**src/rtl/mips_muldiv_pkg.sv**
```systemverilog
// Shared types for the iterative multiply/divide unit: opcode and FSM encodings,
// plus opcode classification helpers.
package mips_muldiv_pkg;

  typedef enum logic [1:0] {
    MD_MULT  = 2'd0,
    MD_MULTU = 2'd1,
    MD_DIV   = 2'd2,
    MD_DIVU  = 2'd3
  } md_op_e;

  typedef enum logic [1:0] {
    MD_IDLE = 2'd0,
    MD_RUN  = 2'd1,
    MD_FIX  = 2'd2
  } md_state_e;

  function automatic logic op_is_div(input md_op_e op);
    return (op == MD_DIV) || (op == MD_DIVU);
  endfunction

  function automatic logic op_is_signed(input md_op_e op);
    return (op == MD_MULT) || (op == MD_DIV);
  endfunction

endpackage

```
**src/rtl/mips_muldiv_step.sv**
```systemverilog
// One iteration of the unsigned core on the {acc, q} pair: shift-add for multiply,
// restoring trial-subtract for divide. Purely combinational.
module mips_muldiv_step #(
  parameter int WIDTH = 32
) (
  input  logic             i_div,
  input  logic [WIDTH-1:0] i_acc,
  input  logic [WIDTH-1:0] i_q,
  input  logic [WIDTH-1:0] i_m,
  output logic [WIDTH-1:0] o_acc,
  output logic [WIDTH-1:0] o_q
);

  logic [WIDTH:0] w_sum;
  logic [WIDTH:0] w_shift;
  logic [WIDTH:0] w_diff;
  logic           w_ge;

  // NOTE: every always_comb output gets a default first so no path can infer a latch.
  always_comb begin
    o_acc   = i_acc;
    o_q     = i_q;
    w_sum   = '0;
    w_shift = '0;
    w_diff  = '0;
    w_ge    = 1'b0;
    if (!i_div) begin
      w_sum = {1'b0, i_acc} + (i_q[0] ? {1'b0, i_m} : {(WIDTH+1){1'b0}});
      o_acc = w_sum[WIDTH:1];
      o_q   = {w_sum[0], i_q[WIDTH-1:1]};
    end else begin
      w_shift = {i_acc, i_q[WIDTH-1]};
      w_diff  = w_shift - {1'b0, i_m};
      // A set top bit means shifted remainder >= 2^WIDTH > divisor; else use the borrow.
      w_ge    = w_shift[WIDTH] | ~w_diff[WIDTH];
      o_acc   = w_ge ? w_diff[WIDTH-1:0] : w_shift[WIDTH-1:0];
      o_q     = {i_q[WIDTH-2:0], w_ge};
    end
  end

endmodule

```
**src/rtl/mips_muldiv.sv**
```systemverilog
// Iterative MULT/MULTU/DIV/DIVU unit with architectural HI/LO and MTHI/MTLO access.
// Magnitudes run through an unsigned core for WIDTH cycles; signs are restored in FIX.
module mips_muldiv
  import mips_muldiv_pkg::*;
#(
  parameter int WIDTH = 32
) (
  input  logic             clk,
  input  logic             rst,
  input  logic             start,
  input  logic [1:0]       md_op,
  input  logic [WIDTH-1:0] op_x,
  input  logic [WIDTH-1:0] op_y,
  input  logic             mthi,
  input  logic             mtlo,
  input  logic             flush,
  output logic             busy,
  output logic             done,
  output logic             div_by_zero,
  output logic [WIDTH-1:0] hi,
  output logic [WIDTH-1:0] lo
);

  localparam int             CW       = $clog2(WIDTH);
  localparam logic [CW-1:0]  LAST_CNT = CW'(WIDTH - 1);

  md_state_e          r_state, w_state_nxt;
  md_op_e             w_op;
  logic               w_launch, w_finish;
  logic [CW-1:0]      r_cnt;
  logic [WIDTH-1:0]   r_acc, r_q, r_m;
  logic [WIDTH-1:0]   w_acc_nxt, w_q_nxt;
  logic               r_div, r_sx, r_sy, r_dz;
  logic               w_sx, w_sy;
  logic [WIDTH-1:0]   w_abs_x, w_abs_y;
  logic [2*WIDTH-1:0] w_prod;
  logic [WIDTH-1:0]   w_fix_hi, w_fix_lo;
  logic [WIDTH-1:0]   r_hi, r_lo;
  logic               r_done, r_dbz;

  assign w_op    = md_op_e'(md_op);
  assign w_sx    = op_is_signed(w_op) & op_x[WIDTH-1];
  assign w_sy    = op_is_signed(w_op) & op_y[WIDTH-1];
  assign w_abs_x = w_sx ? -op_x : op_x;
  assign w_abs_y = w_sy ? -op_y : op_y;

  // NOTE: sequential state uses non-blocking assignments so every flop samples pre-edge values.
  always_ff @(posedge clk or posedge rst) begin
    if (rst) r_state <= MD_IDLE;
    else     r_state <= w_state_nxt;
  end

  always_comb begin
    w_state_nxt = r_state;
    w_launch    = 1'b0;
    w_finish    = 1'b0;
    case (r_state)
      MD_IDLE: if (start && !flush) begin
        w_state_nxt = MD_RUN;
        w_launch    = 1'b1;
      end
      MD_RUN:  if (flush)                w_state_nxt = MD_IDLE;
               else if (r_cnt == LAST_CNT) w_state_nxt = MD_FIX;
      MD_FIX: begin
        w_state_nxt = MD_IDLE;
        w_finish    = !flush;
      end
      default: w_state_nxt = MD_IDLE;
    endcase
  end

  mips_muldiv_step #(.WIDTH(WIDTH)) u_step (
    .i_div (r_div),
    .i_acc (r_acc),
    .i_q   (r_q),
    .i_m   (r_m),
    .o_acc (w_acc_nxt),
    .o_q   (w_q_nxt)
  );

  // NOTE: the working datapath is always loaded on launch before use, so it carries no reset.
  always_ff @(posedge clk) begin
    if (w_launch) begin
      r_acc <= '0;
      r_q   <= w_abs_x;
      r_m   <= w_abs_y;
      r_div <= op_is_div(w_op);
      r_sx  <= w_sx;
      r_sy  <= w_sy;
      r_dz  <= op_is_div(w_op) && (op_y == '0);
      r_cnt <= '0;
    end else if (r_state == MD_RUN) begin
      r_acc <= w_acc_nxt;
      r_q   <= w_q_nxt;
      if (r_cnt != LAST_CNT) r_cnt <= r_cnt + 1'b1;
    end
  end

  // Divide by zero leaves acc = |op_x|, so the remainder sign fix restores raw op_x into HI.
  assign w_prod = {r_acc, r_q};
  always_comb begin
    w_fix_hi = r_acc;
    w_fix_lo = r_q;
    if (!r_div) begin
      {w_fix_hi, w_fix_lo} = (r_sx ^ r_sy) ? -w_prod : w_prod;
    end else begin
      w_fix_lo = r_dz ? '1 : ((r_sx ^ r_sy) ? -r_q : r_q);
      w_fix_hi = r_sx ? -r_acc : r_acc;
    end
  end

  always_ff @(posedge clk or posedge rst) begin
    if (rst) begin
      r_hi   <= '0;
      r_lo   <= '0;
      r_done <= 1'b0;
      r_dbz  <= 1'b0;
    end else begin
      r_done <= w_finish;
      r_dbz  <= w_finish && r_dz;
      if (w_finish) begin
        r_hi <= w_fix_hi;
        r_lo <= w_fix_lo;
      end else if (r_state == MD_IDLE && !start) begin
        if (mthi) r_hi <= op_x;
        if (mtlo) r_lo <= op_x;
      end
    end
  end

  assign busy        = (r_state != MD_IDLE);
  assign done        = r_done;
  assign div_by_zero = r_dbz;
  assign hi          = r_hi;
  assign lo          = r_lo;

endmodule

```
**config.mk**
```make
export PLATFORM = sky130hd
export DESIGN_NAME = mips_muldiv
export DESIGN_NICKNAME = d
export VERILOG_FILES = /design/src/rtl/mips_muldiv_pkg.sv /design/src/rtl/mips_muldiv_step.sv /design/src/rtl/mips_muldiv.sv
export SDC_FILE = /design/constraint.sdc
export NUM_CORES = 1
export LEC_CHECK = 0
export ABC_CLOCK_PERIOD_IN_PS = 4900
export BUFFER_PORTS_ARGS = -buffer_cell sky130_fd_sc_hd__buf_2
export CAP_MARGIN = 15
export CORE_MARGIN = 4
export CORE_UTILIZATION = 66
export DETAILED_ROUTE_END_ITERATION = 8
export PLACE_DENSITY = 0.88
export SLEW_MARGIN = 10
export SYNTH_ARGS = -nofsm -noshare
export SYNTH_HDL_FRONTEND = slang
export SYNTH_HIERARCHICAL = 1
export SYNTH_SLANG_ARGS = --single-unit
```
**constraint.sdc**
```tcl
create_clock -name clk -period 4.9 [get_ports clk]
set_clock_uncertainty 0.05 [all_clocks]
set_input_delay 0.245 -clock clk [delete_from_list [all_inputs] [get_ports clk]]
set_output_delay 0.245 -clock clk [all_outputs]
set_load 0.05 [all_outputs]
```
==> qor.txt <==
PortBufs: 138
CP most frequent cell: a21oi_1
CTS Hold Bufs: 4
Number of global-route vias before repair: 13000
P_leak: 6.83 nW
Fmax: 245 MHz
Cts repair resizes: 0
Core Util, Final: 0.751
Vias: 13800
# rows: 53
Post-synthesis sequential area ratio: 0.312
CP required: 5.16 ns
Status: complete, no violations
Initial antenna violation count: 0
Kind of critical path: reg2reg
Met3 WL: 3.51 mm
Final setup margin: 0.825 ns
Startpoint types: flop
Sink Count: 173
Hold Violations, Final: 0
Pre-CTS WS: 0.910 ns
Diodes inserted: 0
Mapped Avg Cell Area: 8.23 um2
CTS tree: built
Layout cells sized above 1: 0.141
Placed cell area: 15300 um2
Crit path from: r_q[31]
Critical R2R Capture: r_acc[27]
Wire per inst: 19.4 um
Clk root buf: clkbuf_16
CTS Buf Count: 17
Power per cell area: 495 nW/um2
CP endpoint kind: flop
Hold Crit Class: in2reg
1st-iter DRT viols: 1618
Netlist cell types: 82
Max clock buf depth: 2
YS warnings: 6
Drt total wl: 41.4 mm
DIE AREA: 24200 um2
Worst Setup EP: r_acc[27]
Die X: 156 um
TritonRoute pass-1 iters: 6
CP max stage cell: a31oi_4
Worst-Margin Slew: 1.11 ns
Synth Flop Type: edfxtp_1
Gpl congestion: 0.968
Post-route design area: 15900 um2
NumNets Final: 1988
Remaining global-route overflow: 0
Async S/R FF share, synth: 0.393
Post-layout min period: 4.07 ns
Largest delay share family, worst path: compound AO/OA/AOI/OAI gates
DR WL met2: 19.9 mm
Share of the synthesized area in the top cell type: 0.142
Post-Syn Nets: 1892
Final hold slack: 0.0596 ns
Setup TNS: 0 ns
Routed Antenna Nets: 0
Reg-to-reg slack, setup: 0.83 ns
Synth area leader: edfxtp_1
GRT Resource Usage Total: 0.335
Die height: 156 um
Reg2Reg Depth: 16
Clk Latency, worst-skew pair: 0.45 ns
Post-CTS Setup Repair Bufs: 0
Clock slew at reported path FFs: 0.08 ns
Post-synth EDFFs: 68
Peak VDD IR: 0.324 mV
DP HPWL: 30.9 mm
Max-cap violations: 0
Max-slew violations: 0
Wl on met1: 16.6 mm
Reg2reg start: r_q[31]
Number of synthesized register bits: 173
Worst Path Max Fanout: 24
Crit path cell chain: inv_1 -> ha_1 -> fa_1 -> nor2b_4 -> o31a_4 -> o31ai_4 -> o31ai_2 -> a21oi_4 -> o311a_1 -> nand2_2 -> a31oi_4 -> buf_12 -> mux2i_1 -> a21oi_1 -> nand2_1 -> a21oi_1
Critical path's largest stage delay: 0.85 ns
Starting Density: 0.678
Max layer used: met4
Number of I/O pins: 139
H-tree levels: 4
Worst Path Arrival: 4.34 ns
CP Depth: 16
Rel. slew slack: 0.261
# setup viols final: 0
Largest net degree at the start of global routing: 63
Final period util: 0.832
Vias per inst: 6.49
Cells after Synth: 1748
Worst path bufs/invs: 2
Post-route DRC: 0
First-pass GRT wire length: 66.0 mm
Fillers: 1582
Synth top area cells: edfxtp_1 14%, dfrtp_1 12%, nand2_1 6.8%
Layout area overhead: 10.8%
Core area: 21200 um2
RSZ-0062 raised after global routing: no
Syn Std Cell Area: 14400 um2
-- how the worst min path moves through the flow --
stage | cells after the start | slack [ns] | end | startpoint
after floorplan | 1 | 0.26 | r_state[1] | flush
after global placement | 2 | 0.18 | lo[28] | rst
after detailed placement | 2 | 0.19 | lo[26] | rst
after CTS | 2 | 0.05 | r_m[29] | op_y[29]
after global routing | 2 | 0.07 | r_m[25] | op_y[25]
final | 2 | 0.06 | r_m[29] | op_y[29]
-- worst register-to-register path: cells and delay by family, from the launching register on --
kind / cells / cell delay (ns)
buffers and inverters: 2 / 0.39
adder cells (fa/ha/maj): 2 / 0.46
multiplexers: 1 / 0.23
AO/OA/AOI/OAI: 8 / 2.15
AND/OR/NAND/NOR: 3 / 0.25
flip-flops: 1 / 0.44
-- layer usage --
metal  up-vias  track usage
li1       6505            -
met5         -            0
met2       736        0.578
met3       111       0.0402
met4         0        0.119
met1      6488        0.435
-- sequential cells by signal, indices dropped and copies added (netlist names) --
register / count
hi: 32
lo: 32
r_acc: 32
r_m: 32
r_q: 32
r_cnt: 5
r_state: 2
div_by_zero: 1
done: 1
r_div: 1
r_dz: 1
r_sx: 1
r_sy: 1
-- power by group --
group	total, mW	internal [mW]	switching, mW
Sequential	2.33	1.83	0.503
Combinational	4.17	1.64	2.53
Clock	1.39	0.736	0.653
Total	7.89	4.20	3.69
-- stage by stage --
stage | power [mW] | std cells
detailed placement | 6.39 | 2095
global route | 8.36 | 2132
global placement | 6.30 | 2095
floorplan | 5.40 | 1748
finish | 7.89 | 2132
CTS | 7.79 | 2131
-- layout by cell type (no fill, tap or decap), types with 6 or more instances in the layout --
master,synthesis,final
edfxtp_1,68,68
o41ai_1,13,13
a21o_1,21,21
o211ai_1,6,6
ha_1,70,70
or2_2,6,6
a32oi_1,34,34
clkbuf_16,0,17
mux2_2,34,34
a31oi_1,21,21
and3_1,9,9
o31ai_1,15,15
nor2b_1,34,33
o21bai_1,9,9
nor3_1,32,32
buf_4,0,22
o21ai_0,106,106
nand2b_1,18,18
nand3_1,21,21
xor2_1,70,70
dfrtp_1,68,68
nand4_1,19,19
mux2i_1,49,49
dfxtp_1,37,37
a21oi_1,168,167
nand2_1,262,262
nor2_1,101,101
xnor2_1,105,104
or3_1,13,13
and2_1,41,40
nor4_1,30,30
a211oi_1,25,25
o21a_1,8,8
inv_1,66,63
buf_2,4,138
or4_1,6,6
-- cells in the mapped netlist, types with 8 or more instances --
master,number
nand4_1,19
dfxtp_1,37
xnor2_1,105
o21a_1,8
nand2_1,262
nor3_1,32
clkbuf_1,78
a21o_1,21
nand3_1,21
o21bai_1,9
edfxtp_1,68
inv_1,66
nor4_1,30
nand2b_1,18
nor2_1,101
o21ai_0,106
o31ai_1,15
or3_1,13
and2_1,41
a21oi_1,168
mux2i_1,49
a32oi_1,34
ha_1,70
o41ai_1,13
dfrtp_1,68
a31oi_1,21
xor2_1,70
a211oi_1,25
mux2_2,34
nor2b_1,34
and3_1,9
-- layout make-up --
| cell class | instances | area (um2) | share of cell area |
|---|---|---|---|
| clock buffers | 18 | 439 | 0.0275 |
| clock inverters | 14 | 150 | 0.00942 |
| inverters | 66 | 248 | 0.0155 |
| multi-input cells | 1418 | 9300 | 0.583 |
| flip-flops and latches | 173 | 4480 | 0.281 |
| well taps | 275 | 344 | 0.0216 |
| repair buffers | 168 | 983 | 0.0617 |
-- cells by family after synthesis --
kind of cell    share of synthesized area
buf+inv                            0.0435
xor+xnor                            0.107
mux                                0.0607
fa+ha+maj                          0.0636
compound gates                      0.209
flops                               0.312
simple gates                        0.205
(Power assumes the default switching activity.)
